$ cat src/rtl/ex_pkg.sv
// Shared codes and types for the execute stage, its EX/MEM register and the iterative multiplier.
package ex_pkg;

   localparam int EX_DATA_W = 32;

   typedef enum logic [1:0] {
      ALU_ADD   = 2'b00,
      ALU_SUB   = 2'b01,
      ALU_RTYPE = 2'b10,
      ALU_OR    = 2'b11
   } alu_op_e;

   typedef enum logic [5:0] {
      FN_ADD = 6'b100000,
      FN_SUB = 6'b100010,
      FN_AND = 6'b100100,
      FN_OR  = 6'b100101,
      FN_MUL = 6'b011000
   } funct_e;

   typedef enum logic [1:0] {
      FWD_IDEX = 2'b00,
      FWD_WB   = 2'b01,
      FWD_MEM  = 2'b10,
      FWD_RSVD = 2'b11
   } fwd_sel_e;

   typedef enum logic [1:0] {
      ST_IDLE,
      ST_MUL,
      ST_DONE
   } ex_state_e;

endpackage

$ cat src/rtl/ex_mem_stage_if.sv
// ID/EX-side inputs and EX/MEM-side outputs of the execute stage, bundled as one bus.
interface ex_mem_stage_if
   import ex_pkg::*;
#(
   parameter int DATA_W = EX_DATA_W
);
   logic              flush_i;
   logic              valid_i;
   logic [1:0]        WB_i;
   logic [1:0]        M_i;
   logic              ALUSrc_i;
   logic [1:0]        ALUOp_i;
   logic              RegDst_i;
   logic [DATA_W-1:0] RSdata_i;
   logic [DATA_W-1:0] RTdata_i;
   logic [DATA_W-1:0] imm_i;
   logic [4:0]        RTaddr_i;
   logic [4:0]        RDaddr_i;
   logic [1:0]        fwdA_i;
   logic [1:0]        fwdB_i;
   logic [DATA_W-1:0] memFwd_i;
   logic [DATA_W-1:0] wbFwd_i;
   logic              stall_o;
   logic              valid_o;
   logic [1:0]        WB_o;
   logic [1:0]        M_o;
   logic [DATA_W-1:0] ALUres_o;
   logic [DATA_W-1:0] wdata_o;
   logic [4:0]        dst_o;

   modport master (
      output flush_i, valid_i, WB_i, M_i, ALUSrc_i, ALUOp_i, RegDst_i,
             RSdata_i, RTdata_i, imm_i, RTaddr_i, RDaddr_i,
             fwdA_i, fwdB_i, memFwd_i, wbFwd_i,
      input  stall_o, valid_o, WB_o, M_o, ALUres_o, wdata_o, dst_o
   );

   modport slave (
      input  flush_i, valid_i, WB_i, M_i, ALUSrc_i, ALUOp_i, RegDst_i,
             RSdata_i, RTdata_i, imm_i, RTaddr_i, RDaddr_i,
             fwdA_i, fwdB_i, memFwd_i, wbFwd_i,
      output stall_o, valid_o, WB_o, M_o, ALUres_o, wdata_o, dst_o
   );

endinterface

$ cat src/rtl/ex_mul_iter.sv
// Shift-add iterative multiplier: one multiplier bit per cycle, keeps the low DATA_W product bits.
module ex_mul_iter #(
   parameter int DATA_W  = 32,
   parameter int MUL_CYC = DATA_W
) (
   input  logic              clk_i,
   input  logic              rst_n_i,
   input  logic              start_i,
   input  logic              abort_i,
   input  logic [DATA_W-1:0] a_i,
   input  logic [DATA_W-1:0] b_i,
   output logic              done_o,
   output logic [DATA_W-1:0] product_o
);

   localparam int              CNT_W    = (MUL_CYC > 1) ? $clog2(MUL_CYC) : 1;
   localparam logic [CNT_W-1:0] CNT_LAST = CNT_W'(MUL_CYC - 1);

   logic              busy_q, busy_d;
   logic [CNT_W-1:0]  cnt_q, cnt_d;
   logic [DATA_W-1:0] mcand_q, mcand_d;
   logic [DATA_W-1:0] mplier_q, mplier_d;
   logic [DATA_W-1:0] acc_q, acc_d;

   // High during the final iteration; the accumulator holds the product on the next cycle.
   assign done_o    = busy_q && (cnt_q == CNT_LAST);
   assign product_o = acc_q;

   // NOTE: combinational blocks use blocking (=) with every output defaulted first, so no latch is inferred.
   always_comb begin
      busy_d   = busy_q;
      cnt_d    = cnt_q;
      mcand_d  = mcand_q;
      mplier_d = mplier_q;
      acc_d    = acc_q;
      if (abort_i) begin
         busy_d = 1'b0;
      end else if (start_i) begin
         busy_d   = 1'b1;
         cnt_d    = '0;
         mcand_d  = a_i;
         mplier_d = b_i;
         acc_d    = '0;
      end else if (busy_q) begin
         if (mplier_q[0]) acc_d = acc_q + mcand_q;
         mcand_d  = mcand_q << 1;
         mplier_d = mplier_q >> 1;
         cnt_d    = cnt_q + 1'b1;
         if (done_o) busy_d = 1'b0;
      end
   end

   // NOTE: state flops use non-blocking (<=) and take the asynchronous reset.
   always_ff @(posedge clk_i or negedge rst_n_i) begin
      if (!rst_n_i) begin
         busy_q <= 1'b0;
         cnt_q  <= '0;
      end else begin
         busy_q <= busy_d;
         cnt_q  <= cnt_d;
      end
   end

   // NOTE: operand and accumulator flops carry no reset; start always loads them before they are read.
   always_ff @(posedge clk_i) begin
      mcand_q  <= mcand_d;
      mplier_q <= mplier_d;
      acc_q    <= acc_d;
   end

endmodule

$ cat src/rtl/ex_mem_stage.sv
// Execute stage (forwarding muxes, ALU) plus the EX/MEM pipeline register.
// Define EX_MUL_EN to add the iterative multiplier (funct 011000) and its stall FSM.
module ex_mem_stage
   import ex_pkg::*;
#(
   parameter int DATA_W = EX_DATA_W
`ifdef EX_MUL_EN
   ,
   parameter int MUL_CYC = DATA_W
`endif
) (
   input  logic          clk_i,
   input  logic          rst_n_i,
   ex_mem_stage_if.slave bus
);

   logic [DATA_W-1:0] op_a, fwd_b, op_b, alu_res;
   logic              funct_ok, stall;

   logic              valid_q, valid_d;
   logic [1:0]        wb_q, wb_d;
   logic [1:0]        m_q, m_d;
   logic [DATA_W-1:0] res_q, res_d;
   logic [DATA_W-1:0] wdata_q, wdata_d;
   logic [4:0]        dst_q, dst_d;

`ifdef EX_MUL_EN
   logic [DATA_W-1:0] mul_prod;
   logic              is_mul, mul_start, mul_done;
   ex_state_e         state_q, state_d;
`endif

   // Reserved select 11 falls back to the ID/EX operand.
   always_comb begin
      case (fwd_sel_e'(bus.fwdA_i))
         FWD_MEM: op_a = bus.memFwd_i;
         FWD_WB:  op_a = bus.wbFwd_i;
         default: op_a = bus.RSdata_i;
      endcase
      case (fwd_sel_e'(bus.fwdB_i))
         FWD_MEM: fwd_b = bus.memFwd_i;
         FWD_WB:  fwd_b = bus.wbFwd_i;
         default: fwd_b = bus.RTdata_i;
      endcase
      op_b = bus.ALUSrc_i ? bus.imm_i : fwd_b;
   end

   always_comb begin
      alu_res  = '0;
      funct_ok = 1'b1;
`ifdef EX_MUL_EN
      is_mul   = 1'b0;
`endif
      case (alu_op_e'(bus.ALUOp_i))
         ALU_ADD: alu_res = op_a + op_b;
         ALU_SUB: alu_res = op_a - op_b;
         ALU_OR:  alu_res = op_a | op_b;
         default: begin
            case (bus.imm_i[5:0])
               FN_ADD: alu_res = op_a + op_b;
               FN_SUB: alu_res = op_a - op_b;
               FN_AND: alu_res = op_a & op_b;
               FN_OR:  alu_res = op_a | op_b;
`ifdef EX_MUL_EN
               FN_MUL: begin
                  alu_res = mul_prod;
                  is_mul  = 1'b1;
               end
`endif
               default: funct_ok = 1'b0;
            endcase
         end
      endcase
   end

`ifdef EX_MUL_EN
   // Stall starts combinationally on detect; flush always returns to IDLE with stall low.
   always_comb begin
      state_d   = state_q;
      mul_start = 1'b0;
      stall     = 1'b0;
      if (!bus.flush_i) begin
         case (state_q)
            ST_IDLE: begin
               if (rst_n_i && bus.valid_i && is_mul) begin
                  mul_start = 1'b1;
                  stall     = 1'b1;
                  state_d   = ST_MUL;
               end
            end
            ST_MUL: begin
               stall = 1'b1;
               if (mul_done) state_d = ST_DONE;
            end
            default: state_d = ST_IDLE;
         endcase
      end else begin
         state_d = ST_IDLE;
      end
   end

   always_ff @(posedge clk_i or negedge rst_n_i) begin
      if (!rst_n_i) state_q <= ST_IDLE;
      else          state_q <= state_d;
   end

   ex_mul_iter #(
      .DATA_W  (DATA_W),
      .MUL_CYC (MUL_CYC)
   ) u_mul (
      .clk_i     (clk_i),
      .rst_n_i   (rst_n_i),
      .start_i   (mul_start),
      .abort_i   (bus.flush_i),
      .a_i       (op_a),
      .b_i       (op_b),
      .done_o    (mul_done),
      .product_o (mul_prod)
   );
`else
   assign stall = 1'b0;
`endif

   // Flush, stall and empty slots all load an all-zero bubble.
   always_comb begin
      valid_d = 1'b0;
      wb_d    = '0;
      m_d     = '0;
      res_d   = '0;
      wdata_d = '0;
      dst_d   = '0;
      if (!bus.flush_i && !stall && bus.valid_i) begin
         valid_d = 1'b1;
         wb_d    = funct_ok ? bus.WB_i : 2'b00;
         m_d     = bus.M_i;
         res_d   = alu_res;
         wdata_d = fwd_b;
         dst_d   = bus.RegDst_i ? bus.RDaddr_i : bus.RTaddr_i;
      end
   end

   always_ff @(posedge clk_i or negedge rst_n_i) begin
      if (!rst_n_i) begin
         valid_q <= 1'b0;
         wb_q    <= '0;
         m_q     <= '0;
         res_q   <= '0;
         wdata_q <= '0;
         dst_q   <= '0;
      end else begin
         valid_q <= valid_d;
         wb_q    <= wb_d;
         m_q     <= m_d;
         res_q   <= res_d;
         wdata_q <= wdata_d;
         dst_q   <= dst_d;
      end
   end

   assign bus.stall_o  = stall;
   assign bus.valid_o  = valid_q;
   assign bus.WB_o     = wb_q;
   assign bus.M_o      = m_q;
   assign bus.ALUres_o = res_q;
   assign bus.wdata_o  = wdata_q;
   assign bus.dst_o    = dst_q;

endmodule

$ cat src/flat_wrapper.sv
// flat-port wrapper written by rule: the top's interface ports become plain ports
module ex_mem_stage_flat import ex_pkg::*;
#(
   parameter int DATA_W = EX_DATA_W

)
  (clk_i, rst_n_i, bus_flush_i, bus_valid_i, bus_WB_i, bus_M_i, bus_ALUSrc_i, bus_ALUOp_i, bus_RegDst_i, bus_RSdata_i, bus_RTdata_i, bus_imm_i, bus_RTaddr_i, bus_RDaddr_i, bus_fwdA_i, bus_fwdB_i, bus_memFwd_i, bus_wbFwd_i, bus_stall_o, bus_valid_o, bus_WB_o, bus_M_o, bus_ALUres_o, bus_wdata_o, bus_dst_o);
  ex_mem_stage_if #(.DATA_W(DATA_W)) bus_i ();
  input  logic clk_i;
  input  logic rst_n_i;
  input wire logic [$bits(bus_i.flush_i)-1:0] bus_flush_i;
  input wire logic [$bits(bus_i.valid_i)-1:0] bus_valid_i;
  input wire logic [$bits(bus_i.WB_i)-1:0] bus_WB_i;
  input wire logic [$bits(bus_i.M_i)-1:0] bus_M_i;
  input wire logic [$bits(bus_i.ALUSrc_i)-1:0] bus_ALUSrc_i;
  input wire logic [$bits(bus_i.ALUOp_i)-1:0] bus_ALUOp_i;
  input wire logic [$bits(bus_i.RegDst_i)-1:0] bus_RegDst_i;
  input wire logic [$bits(bus_i.RSdata_i)-1:0] bus_RSdata_i;
  input wire logic [$bits(bus_i.RTdata_i)-1:0] bus_RTdata_i;
  input wire logic [$bits(bus_i.imm_i)-1:0] bus_imm_i;
  input wire logic [$bits(bus_i.RTaddr_i)-1:0] bus_RTaddr_i;
  input wire logic [$bits(bus_i.RDaddr_i)-1:0] bus_RDaddr_i;
  input wire logic [$bits(bus_i.fwdA_i)-1:0] bus_fwdA_i;
  input wire logic [$bits(bus_i.fwdB_i)-1:0] bus_fwdB_i;
  input wire logic [$bits(bus_i.memFwd_i)-1:0] bus_memFwd_i;
  input wire logic [$bits(bus_i.wbFwd_i)-1:0] bus_wbFwd_i;
  output wire logic [$bits(bus_i.stall_o)-1:0] bus_stall_o;
  output wire logic [$bits(bus_i.valid_o)-1:0] bus_valid_o;
  output wire logic [$bits(bus_i.WB_o)-1:0] bus_WB_o;
  output wire logic [$bits(bus_i.M_o)-1:0] bus_M_o;
  output wire logic [$bits(bus_i.ALUres_o)-1:0] bus_ALUres_o;
  output wire logic [$bits(bus_i.wdata_o)-1:0] bus_wdata_o;
  output wire logic [$bits(bus_i.dst_o)-1:0] bus_dst_o;
  assign bus_i.flush_i = bus_flush_i;
  assign bus_i.valid_i = bus_valid_i;
  assign bus_i.WB_i = bus_WB_i;
  assign bus_i.M_i = bus_M_i;
  assign bus_i.ALUSrc_i = bus_ALUSrc_i;
  assign bus_i.ALUOp_i = bus_ALUOp_i;
  assign bus_i.RegDst_i = bus_RegDst_i;
  assign bus_i.RSdata_i = bus_RSdata_i;
  assign bus_i.RTdata_i = bus_RTdata_i;
  assign bus_i.imm_i = bus_imm_i;
  assign bus_i.RTaddr_i = bus_RTaddr_i;
  assign bus_i.RDaddr_i = bus_RDaddr_i;
  assign bus_i.fwdA_i = bus_fwdA_i;
  assign bus_i.fwdB_i = bus_fwdB_i;
  assign bus_i.memFwd_i = bus_memFwd_i;
  assign bus_i.wbFwd_i = bus_wbFwd_i;
  assign bus_stall_o = bus_i.stall_o;
  assign bus_valid_o = bus_i.valid_o;
  assign bus_WB_o = bus_i.WB_o;
  assign bus_M_o = bus_i.M_o;
  assign bus_ALUres_o = bus_i.ALUres_o;
  assign bus_wdata_o = bus_i.wdata_o;
  assign bus_dst_o = bus_i.dst_o;
  ex_mem_stage #(.DATA_W(DATA_W)) u_core (.clk_i(clk_i), .rst_n_i(rst_n_i), .bus(bus_i));
endmodule
$ cat config.mk
export PLATFORM = sky130hd
export DESIGN_NAME = ex_mem_stage_flat
export DESIGN_NICKNAME = d
export VERILOG_FILES = /design/src/rtl/ex_pkg.sv /design/src/rtl/ex_mem_stage_if.sv /design/src/rtl/ex_mul_iter.sv /design/src/rtl/ex_mem_stage.sv /design/src/flat_wrapper.sv
export SDC_FILE = /design/constraint.sdc
export NUM_CORES = 1
export LEC_CHECK = 0
export BUFFER_PORTS_ARGS = -buffer_cell sky130_fd_sc_hd__clkbuf_2
export CORE_ASPECT_RATIO = 0.5
export CORE_UTILIZATION = 59
export DETAILED_ROUTE_END_ITERATION = 10
export PLACE_DENSITY = 0.95
export RECOVER_POWER = 50
export SETUP_SLACK_MARGIN = 0.1
export SYNTH_ARGS = -nofsm -noshare
export SYNTH_HDL_FRONTEND = slang
export SYNTH_SLANG_ARGS = --single-unit
$ cat constraint.sdc
create_clock -name clk_i -period 0.8 [get_ports clk_i]
set_clock_uncertainty 0.05 [all_clocks]
set_input_delay 0.12 -clock clk_i [delete_from_list [all_inputs] [get_ports clk_i]]
set_output_delay 0.12 -clock clk_i [all_outputs]
set_load 0.05 [all_outputs]
==> metrics, run 1 <==
top cells by area, synth dfrtp_1 (19%), ha_1 (13%), a21oi_1 (7.1%), nor2_1 (6.4%), o21ai_0 (6.1%); Ports 261; Placement Setup Slack -3.59 ns; hold-fix buffers at CTS 2; asr flop ratio synth 1.00; H-Tree Level Count 3; Tool Error [ERROR DPL-0038] Utilization greater than 100%, impossible to legalize; CTS root buf clkbuf_16; Synth Flop Type dfrtp_1; synthesized area approximately 0.0096 mm^2; synthesized flop and latch total 74; placer congestion estimate 1.20; Die H 92.1 um; FP Rows 32; Syn Area/Cell 7.15 um^2; number of enable flip-flop cells after synthesis 0; Post-CTS Setup Inserts 84; port bufs approximately 260; Synth cell types 75; Max clock buf depth 2; share of the synthesized area in the top cell type 0.193; Initial Utilization 0.613; Synth Instances ~1.3k; CTS Buf Count 9; die span in x 182 um; Fail Step clock tree synthesis (4_1_cts); Yosys top cell by area dfrtp_1; syn nets around 1.6k; part of the Yosys area used for sequential elements 0.193; YS warnings 0; status stopped before the end; HPWL after detailed placement around 42 mm; number of clock sinks 74; CTS-repair resized insts around 540
[synth_stat cells, drive strengths merged, types with 6 or more instances]
cell type	instances
a2111oi	10
a211oi	7
a21o	15
a21oi	136
a221oi	29
a22oi	65
and2	9
and3	6
buf	31
clkbuf	72
dfrtp	74
ha	100
inv	105
mux2i	31
nand2	129
nand2b	10
nand3	19
nor2	162
nor2b	13
nor3	18
o211ai	14
o21ai	116
o21bai	10
o311ai	6
o31ai	12
or3	6
xnor2	52
[stage by stage]
stage / cells / instance area [um^2] / util
floorplan: 1338 / 10100 / -
global placement: 2106 / 14300 / 0.916
detailed placement: 2106 / 14300 / 0.916
[kinds of logic after synthesis]
kind of cell	share of synthesized area
AOI/OAI and AO/OA	0.321
xor gates and xnor gates	0.0522
adders and majority gates	0.135
buffers and inverters	0.0858
DFF	0.193
muxes	0.0371
other	0.000392
and+or+nand+nor	0.175
==> run 2: changes to the inputs <==
--- a/config.mk
+++ b/config.mk
@@ -6,12 +6,10 @@
 export NUM_CORES = 1
 export LEC_CHECK = 0
 export BUFFER_PORTS_ARGS = -buffer_cell sky130_fd_sc_hd__clkbuf_2
-export CORE_ASPECT_RATIO = 0.5
-export CORE_UTILIZATION = 59
+export CORE_UTILIZATION = 40
 export DETAILED_ROUTE_END_ITERATION = 10
-export PLACE_DENSITY = 0.95
+export PLACE_DENSITY_LB_ADDON = 0.15
 export RECOVER_POWER = 50
-export SETUP_SLACK_MARGIN = 0.1
 export SYNTH_ARGS = -nofsm -noshare
 export SYNTH_HDL_FRONTEND = slang
 export SYNTH_SLANG_ARGS = --single-unit
==> metrics, run 2 <==
status finished with violations; failing checks negative hold slack, negative setup slack; Synth cell types 75 (unchanged); Yosys top cell by area dfrtp_1; Final Cell Area 0.0184 mm^2; largest net degree at the start of global routing between 60 and 70; kind of critical path in2reg; Final period util 4.59; Ports 261 (unchanged); synthesized area 0.00957 mm^2 (unchanged); Synth Flop Type dfrtp_1; number of remaining DRC errors 0; via count approximately 14k; Final Util 0.784; core area between 0.02 and 0.025 mm^2; Register Area 0.00185 mm^2; Leak roughly 8.8 nW; share of the synthesized area in the top cell type 0.193 (unchanged); vias per cell just under 6; DR pass1 iterations 6; Required @ worst endpoint 1.02 ns; top cells by area, synth dfrtp_1 (19%), ha_1 (13%), a21oi_1 (7.1%), nor2_1 (6.4%), o21ai_0 (6.1%); final setup violation count between 100 and 150; GRT met2 Usage 0.706; Critical Path Source Type primary input; Synth Instances 1338 (unchanged); die area ~0.025 mm^2; Initial Utilization 0.408 (-0.205); RSZ-0062 raised after global routing yes; syn nets 1626 (unchanged); number of clock sinks 74 (unchanged); H-Tree Level Count 3 (unchanged); total gr overflow 0; YS warnings 0 (unchanged); most common cell after layout, fill and taps aside buf_4; max_slew headroom 0.589; GRT Overall Usage 0.411; Syn Area/Cell 7.15 um^2 (unchanged); FP Rows 56 (+75%); crit path time final between 3 and 4 ns; worst hold path class in2reg; max-slew violation count 0; die span in x 157 um (-14%); slowest stage cell, crit path fa_2; synthesized flop and latch total 74 (unchanged); commonest cells in the netlist nor2_1 (162), a21oi_1 (136), nand2_1 (129); fraction of final layout cells sized beyond drive strength 1 0.533; asr flop ratio synth 1.00 (unchanged); area post-placement 0.0151 mm^2 (+5.3%); area of the multi-input gates between 0.008 and 0.009 mm^2; clock slew at reported path FFs about 0.080 ns; placer congestion estimate 0.992 (-17%); met3 usage 0.0750; Die H 157 um (+70%); First DRT Iteration DRCs between 1k and 1.5k; min setup slack post-route -2.87 ns; DRT antenna net count 0; vias in the first global route ~14k; hold-fix buffers at CTS 15 (+13); crit end category register; Layout area overhead 92.2%; VDD IR max 1.12 mV; number of enable flip-flop cells after synthesis 0 (unchanged); power density over the cells about 1600 mW/mm^2; met1 GRT Util 0.448; hold slack -0.0223 ns; most frequent cells in the layout buf_4 (451), clkbuf_2 (182), nor2_1 (128); port bufs 259 (unchanged); worst slew pin tran between 0.6 and 0.7 ns; Fillers ~1.6k; CTS Buf Count 9 (unchanged); Final Total Pwr 29.7 mW; HPWL after detailed placement 34.9 mm (-17%); achievable clock frequency ~270 MHz; Max clock buf depth 2 (unchanged); CP Cell Sequence clkbuf_16 > inv_8 > ha_4 > buf_6 > buf_12 > buf_6 > a21oi_4 > o21ai_4 > ha_4 > fa_2 > a21o_1 > a221o_1 > o211ai_1 > buf_4 > o21ai_4 > a21o_1 > buf_6 > o21ai_4 > xnor2_2 > a221oi_2 > a2111oi_2; Final #Nets between 2k and 2.5k; Total Wirelength about 53 mm; CTS tree built; part of the Yosys area used for sequential elements 0.193 (unchanged); Max Cap Violations 0; first-pass GRT wire length 76.2 mm; Routed WL per cell about 22 um; CTS root buf clkbuf_16; most frequent cell after synthesis nor2_1; maximum fanout along the worst path 4; initial antenna violation count 1; Final Hold Violating Endpoints 2; gr busiest metal met2; Arr. time, crit path about 3.9 ns; slowest stage delay, CP ~0.36 ns
==> run 2: cell counts after synthesis <==
Identical to the previous run, type by type.
==> run 2: through the flow <==
stage	std cells	TNS [ns]	worst slack [ns]	hold WS (ns)
final	2364	-114.70	-2.87	-0.0223
after global routing	2363	-124.04	-3.16	-0.0120
after CTS	2348	-108.87	-2.70	-0.0267
after detailed placement	2254	-125.18	-3.44	0.0395
after global placement	2254	-124.36	-3.41	0.0395
after floorplan	1338	-82.22	-2.77	-0.226
==> run 2: logic make-up after synthesis <==
group | Yosys count | share of synthesized area
and+or+nand+nor | 389 | 0.175
buffers and inverters | 210 | 0.0858
muxes | 35 | 0.0371
DFF | 74 | 0.193
other | 1 | 0.000392
AOI/OAI and AO/OA | 470 | 0.321
adders and majority gates | 102 | 0.135
xor gates and xnor gates | 57 | 0.0522
==> run 2: area by class of cell <==
type,count,share of cell area
multi-input combinational,1054,0.472
timing repair buffer,793,0.363
sequential,74,0.101
inverter,107,0.0223
tap,319,0.0217
clock buffer,9,0.0122
clock inverter,7,0.00796
antenna,1,0.000136
==> run 2: worst max-delay path: cells and delay by family <==
family / cells / cell delay [ns]
fa+ha+maj: 3 / 0.80
buf+inv: 7 / 0.87
compound gates: 10 / 1.92
xor+xnor: 1 / 0.15
==> run 2: final timing paths <==
| path | startpoint | end | slack (ns) | cells after the start |
|---|---|---|---|---|
| setup / recovery | bus_fwdB_i[0] | u_core.bus.ALUres_o[22]$_DFF_PN0_ | -2.87 | 21 |
| hold / removal | bus_RTdata_i[22] | u_core.bus.wdata_o[22]$_DFF_PN0_ | -0.02 | 3 |
| max in group asynchronous | rst_n_i | u_core.bus.ALUres_o[29]$_DFF_PN0_ | 0.04 | 3 |
| min in group asynchronous | rst_n_i | u_core.bus.dst_o[2]$_DFF_PN0_ | 0.30 | 3 |
==> run 2: repair_timing <==
action / CTS / global route
gates resized for setup: 305 / 247
endpoints found under the hold margin: 87 / 1
gates cloned: 0 / 1
setup buffers: 66 / 32
pin swaps: 71 / 111
endpoints found under the setup margin: 145 / 145
==> run 2: where the power goes <==
group          leakage (nW)  switching, mW  total, mW  internal [mW]
clock network         0.181           2.21       5.62           3.41
logic                  7.62           10.3       19.9           9.58
registers              1.00          0.188       4.14           3.95
==> run 2: layer usage <==
metal,share of wire,up-vias
li1,-,6118
met1,0.35,6585
met2,0.48,886
met3,0.083,314
met4,0.086,0
met5,0,-
No activity file was read; power rests on OpenSTA's default activity.
